--- src/rtl/pipe_pkg.sv ---
// Shared definitions for the pipeline stage: default payload widths, the payload
// struct and an occupancy helper used by both the single-entry and skid builds.
package pipe_pkg;

    localparam int CTRL_W_DEF = 4;
    localparam int DATA_W_DEF = 32;
    localparam int REG_W_DEF  = 5;

    typedef struct packed {
        logic [CTRL_W_DEF-1:0] ctrl;
        logic [DATA_W_DEF-1:0] alu;
        logic [DATA_W_DEF-1:0] wdata;
        logic [REG_W_DEF-1:0]  wreg;
    } payload_t;

    function automatic logic [1:0] occupancy(input logic head_vld, input logic skid_vld);
        return {1'b0, head_vld} + {1'b0, skid_vld};
    endfunction

endpackage

--- src/rtl/pipe_skid_buf.sv ---
// Two-entry skid storage: the head entry drives the stage outputs, the skid entry
// catches the one beat accepted while the output is blocked.
module pipe_skid_buf
    import pipe_pkg::*;
#(
    parameter int W = 8
) (
    input  logic         clk,
    input  logic         rst_n,
    input  logic         flush,
    input  logic         push,
    input  logic         pop,
    input  logic [W-1:0] din,
    output logic [W-1:0] dout,
    output logic         head_vld,
    output logic [1:0]   count
);

    logic [W-1:0] head_p0;
    logic [W-1:0] skid_p1;
    logic         vld_p0;
    logic         vld_p1;

    // Occupancy bits: the skid entry is only ever valid while the head is valid.
    always_ff @(posedge clk) begin
        if (!rst_n || flush) begin
            vld_p0 <= 1'b0;
            vld_p1 <= 1'b0;
        end else if (pop) begin
            if (vld_p1) vld_p1 <= push;
            else        vld_p0 <= push;
        end else if (push) begin
            if (vld_p0) vld_p1 <= 1'b1;
            else        vld_p0 <= 1'b1;
        end
    end

    always_ff @(posedge clk) begin
        if (pop) begin
            if (vld_p1) begin
                head_p0 <= skid_p1;
                if (push) skid_p1 <= din;
            end else if (push) begin
                head_p0 <= din;
            end
        end else if (push) begin
            if (vld_p0) skid_p1 <= din;
            else        head_p0 <= din;
        end
    end

    assign dout     = head_p0;
    assign head_vld = vld_p0;
    assign count    = occupancy(vld_p0, vld_p1);

endmodule

--- src/rtl/pipe_stage.sv ---
// Pipeline register stage with valid/ready handshake, stall and flush.
// Define PIPE_STAGE_SKID_EN for a 2-entry skid buffer with registered ready_out.
module pipe_stage
    import pipe_pkg::*;
#(
    parameter int CTRL_W = CTRL_W_DEF,
    parameter int DATA_W = DATA_W_DEF,
    parameter int REG_W  = REG_W_DEF
) (
    input  logic              clk,
    input  logic              rst_n,
    input  logic              valid_in,
    output logic              ready_out,
    input  logic [CTRL_W-1:0] ctrl_in,
    input  logic [DATA_W-1:0] alu_in,
    input  logic [DATA_W-1:0] wdata_in,
    input  logic [REG_W-1:0]  wreg_in,
    input  logic              stall,
    input  logic              flush,
    output logic              valid_out,
    input  logic              ready_in,
    output logic [CTRL_W-1:0] ctrl_out,
    output logic [DATA_W-1:0] alu_out,
    output logic [DATA_W-1:0] wdata_out,
    output logic [REG_W-1:0]  wreg_out,
    output logic [1:0]        count
);

    localparam int PAY_W = CTRL_W + 2 * DATA_W + REG_W;

    logic [PAY_W-1:0] pay_in;
    logic [PAY_W-1:0] pay_p0;
    logic             vld_p0;
    logic             in_fire;
    logic             out_fire;
    logic [1:0]       occ;

    assign pay_in   = {ctrl_in, alu_in, wdata_in, wreg_in};
    assign in_fire  = valid_in && ready_out;
    assign out_fire = vld_p0 && ready_in && !stall;

`ifdef PIPE_STAGE_SKID_EN
    // ready_out depends only on stored occupancy, so ready_in never reaches it.
    assign ready_out = (occ != 2'd2);

    pipe_skid_buf #(.W(PAY_W)) u_skid (
        .clk      (clk),
        .rst_n    (rst_n),
        .flush    (flush),
        .push     (in_fire),
        .pop      (out_fire),
        .din      (pay_in),
        .dout     (pay_p0),
        .head_vld (vld_p0),
        .count    (occ)
    );
`else
    assign ready_out = !vld_p0 || (ready_in && !stall);

    always_ff @(posedge clk) begin
        if (!rst_n || flush)  vld_p0 <= 1'b0;
        else if (in_fire)     vld_p0 <= 1'b1;
        else if (out_fire)    vld_p0 <= 1'b0;
    end

    always_ff @(posedge clk) begin
        if (in_fire) pay_p0 <= pay_in;
    end

    assign occ = occupancy(vld_p0, 1'b0);
`endif

    // Payload is masked to zero whenever the stage holds a bubble.
    assign {ctrl_out, alu_out, wdata_out, wreg_out} = vld_p0 ? pay_p0 : '0;
    assign valid_out = vld_p0;
    assign count     = occ;

endmodule
--- config.mk ---
export PLATFORM = sky130hd
export DESIGN_NAME = pipe_stage
export DESIGN_NICKNAME = d
export VERILOG_FILES = /design/src/rtl/pipe_pkg.sv /design/src/rtl/pipe_skid_buf.sv /design/src/rtl/pipe_stage.sv
export SDC_FILE = /design/constraint.sdc
export NUM_CORES = 1
export LEC_CHECK = 0
export ABC_AREA = 0
export CAP_MARGIN = 20
export CORE_MARGIN = 3
export CORE_UTILIZATION = 34
export CTS_BUF_LIST = sky130_fd_sc_hd__clkbuf_16
export CTS_CLUSTER_SIZE = 8
export DETAILED_ROUTE_END_ITERATION = 8
export GPL_ROUTABILITY_DRIVEN = 0
export PLACE_DENSITY = 0.75
export SETUP_SLACK_MARGIN = 0.5
export SLEW_MARGIN = 0
export SYNTH_ARGS = -nofsm -noshare
export SYNTH_HDL_FRONTEND = slang
export SYNTH_SLANG_ARGS = --single-unit
--- constraint.sdc ---
create_clock -name clk -period 5.53 [get_ports clk]
set_input_delay 1.106 -clock clk [delete_from_list [all_inputs] [get_ports clk]]
set_output_delay 1.106 -clock clk [all_outputs]
set_load 0.01 [all_outputs]
==> reports/summary.md <==
The run finished with clean final reports. The I/O pin count is 156, and the final critical-path share of the clock period is 0.630. For this run, design rule violations remaining after detail routing come to 0. During synthesis, Yosys emitted a total of 0 warnings.

The initial core utilization is 0.355, and the clock tree skew after final layout is 0.00505 ns. For the total clock buffers created by CTS, the log shows 9. The total negative setup slack came out at 0 ns. The number of global-route vias before repair was 1,816.

The initialized floorplan defines 32 standard-cell rows. Summing all flip-flop and latch instances after layout gives 2210 um^2. The hold slack came out at 0.973 ns. For the share of total power in combinational logic, the log shows 0.099.

Instance count after placement with tap cells included: 412. The tightest min-delay check is of the register to register type. After clock tree synthesis, the clock-pin slew on the worst setup and hold paths is 0.05 ns.

Net switching power figure: 0.242 mW. For the iteration count of the initial detailed-routing pass, the log shows 5. The net count of the finished layout is 400. Fraction of final layout cells with drive strength greater than 1: 0.0491. Synthesis produced 164 cells. The type of element launching the critical path is an input pin.

The first routing iteration left 52 violations. The run gives 0.523 as the power share of the sequential group. CTS built an H-tree with a depth of 3. The maximum ir drop on the vdd rail is 0.000201 V, and the clock sink total is 74.

The repair_antennas step left the layout with diodes totalling 0. STA puts the critical path data required time at 4.42 ns. Global routing finished with a remaining overflow of 0. STA classifies the critical path endpoint as an output pin.

The signal on the critical path passes through clkdlybuf4s50_1 > nand2b_1 > nand2_1 > clkdlybuf4s50_1. The floorplan step defined a core boundary enclosing 7850 um^2. After clock tree synthesis, the setup repair step added 0 buffers.

On the worst path, the slowest cell contributes a delay of 0.55 ns. The tools report the sequential fraction of the synthesis area as 0.795. The run gives 633 as the filler cell count in the final layout. The worst setup path is of the input pin to output pin kind.

The average instance in the mapped netlist occupies 17.0 um^2. Leaving out fill and tap cells, the most frequent cells in the layout are sky130_fd_sc_hd__clkdlybuf4s50_1, sky130_fd_sc_hd__and2_1, sky130_fd_sc_hd__edfxtp_1. Setup violation total in the final timing report: 0.

Based on the critical path, the design can be clocked at up to 287 MHz. The most common library cell in the layout ignoring fill and taps is sky130_fd_sc_hd__clkdlybuf4s50_1. The headroom to the max-slew limit was 0.325; the die width was 96.5 um.

Yosys attributes the largest share of cell area to sky130_fd_sc_hd__edfxtp_1, sky130_fd_sc_hd__and2_1, sky130_fd_sc_hd__buf_4. The slew at the pin closest to its max-slew limit works out to 1.01 ns. The final layout contains routed wiring with a total length of 5.96 mm. Once layout is complete, the cells apart from fillers number 428. The static leakage came out at 1.67 nW.

The highest net fanout along the worst path works out to 2. The total number of vias was 1,804. Total power draw: 1.28 mW. In the final layout, the multi-input gates occupy 515 um^2. For the design internal power, the log shows 1.04 mW. The first global-routing pass estimated 8.71 mm of wire. The signed area change from the synthesized netlist to the final layout was 67.6%; the synthesized net count was 243. The synthesized netlist occupies a cell area of 2780 um^2.

After synthesis the netlist holds a flip-flop and latch count of 74. The fraction of post-synthesis cell area in the top cell type by area works out to 0.787. The post-detailed-route count of antenna-violating nets is 0. The area of the die came out at 9310 um^2.

In the routed layout, each cell is associated on average with a via count of 4.21. Of all cell types, the one taking the most synthesized area is sky130_fd_sc_hd__edfxtp_1. The logs give 0 for the initial antenna violation count and 0.378 for the share of power burned in the clock network.

Max-cap violations in this run came to 0. Hold repair after CTS inserted 0 buffers. The slowest stage of the critical path belongs to the cell sky130_fd_sc_hd__clkdlybuf4s50_1. Summed over all nets, the half-perimeter wirelength after detailed placement is 4.43 mm. The number of hold-slack violations in the final timing report is 0. Counting along the longest clock path gives a buffer depth of 2. The minimum clock period after layout came out at 3.48 ns. Setup repair after global routing left no endpoint under its margin. Data on the critical path arrives at its endpoint at 2.38 ns. The port buffer count is 154. Counting stages on the worst path, the most repeated cell is sky130_fd_sc_hd__clkdlybuf4s50_1. The worst reg2reg path depth came out at 2. Entering global routing, the biggest net connects 79 pins. For this design the ratio of total power to cell area is 274 nW/um^2. For the worst-skew pair, the clock arrives at the later sink with an insertion delay of 0.31 ns.

Number of instances on the worst hold path: 2. The routed length per placed instance is 13.9 um. The number of different library cells used by synthesis comes to 12. For the max-slew violation count, the log shows 0. TritonCTS built the clock tree. The die is 96.5 um tall. The fraction of power spent switching nets came out at 0.189. Total routing usage reported by global routing: 0.126. Clock tree synthesis selected as its root buffer the cell sky130_fd_sc_hd__clkbuf_16. For the post-cts sizing count, the log shows 0.
[synth_stat cells, drive strengths merged]
master / number
edfxtp: 73
buf: 10
and2: 73
dfxtp: 1
nand2b: 1
nor4b: 1
nor3b: 1
nand2: 1
nor2: 1
conb: 1
a21boi: 1
[logic make-up (layout without fill, tap and decap cells)]
| kind of cell | Yosys count | in the layout | share of synthesized area |
|---|---|---|---|
| other | 1 | 1 | 0.00135 |
| buffers and inverters | 10 | 172 | 0.0243 |
| AO/OA/AOI/OAI | 1 | 1 | 0.00270 |
| flip-flops | 74 | 74 | 0.795 |
| AND/OR/NAND/NOR | 78 | 78 | 0.177 |
[state kept, by name, summed over array words and instances (netlist names)]
register   cells
pay_p0        73
valid_out      1
[worst max-delay path: cells and delay by family]
family / cells / cell delay (ns)
buffers and inverters: 2 / 0.96
AND/OR/NAND/NOR: 2 / 0.30
[power groups by stage]
stage	clock (mW)	combinational, mW	sequential, mW
after global placement	0	0.125	0.678
after global routing	0.523	0.137	0.672
after floorplan	0	0.0391	0.674
after CTS	0.498	0.129	0.669
after detailed placement	0	0.128	0.680
final	0.482	0.127	0.668
[layer usage]
| layer | track usage | up-vias | wire [um] |
|---|---|---|---|
| met3 | 0.0573 | 7 | 750 |
| li1 | - | 882 | - |
| met5 | 0 | - | 0 |
| met4 | 0.0526 | 0 | 68 |
| met2 | 0.222 | 100 | 3090 |
| met1 | 0.128 | 815 | 2050 |
[per-stage QoR]
stage / util / worst slack [ns] / area (um^2)
finish: 0.595 / 2.05 / 4670
global route: 0.595 / 2.00 / 4670
CTS: 0.595 / 2.04 / 4670
detailed placement: 0.562 / 2.05 / 4410
global placement: 0.562 / 2.08 / 4410
floorplan: - / 1.84 / 2790
[cell type report]
class                      count  share of cell area
multi-input combinational     80               0.110
tap                          102              0.0273
sequential                    74               0.474
clock buffer                   9              0.0483
clock inverter                 7             0.00617
timing repair buffer         156               0.334
[final timing paths]
check	start	slack [ns]	endpoint
max	stall	2.05	ready_out
max reg2reg	valid_out$_SDFFE_PP0P_	3.79	pay_p0[59]$_DFFE_PP_
min	valid_out$_SDFFE_PP0P_	0.97	valid_out$_SDFFE_PP0P_
min reg2reg	valid_out$_SDFFE_PP0P_	0.97	valid_out$_SDFFE_PP0P_
Note: power is estimated with default switching activity, not from simulation.
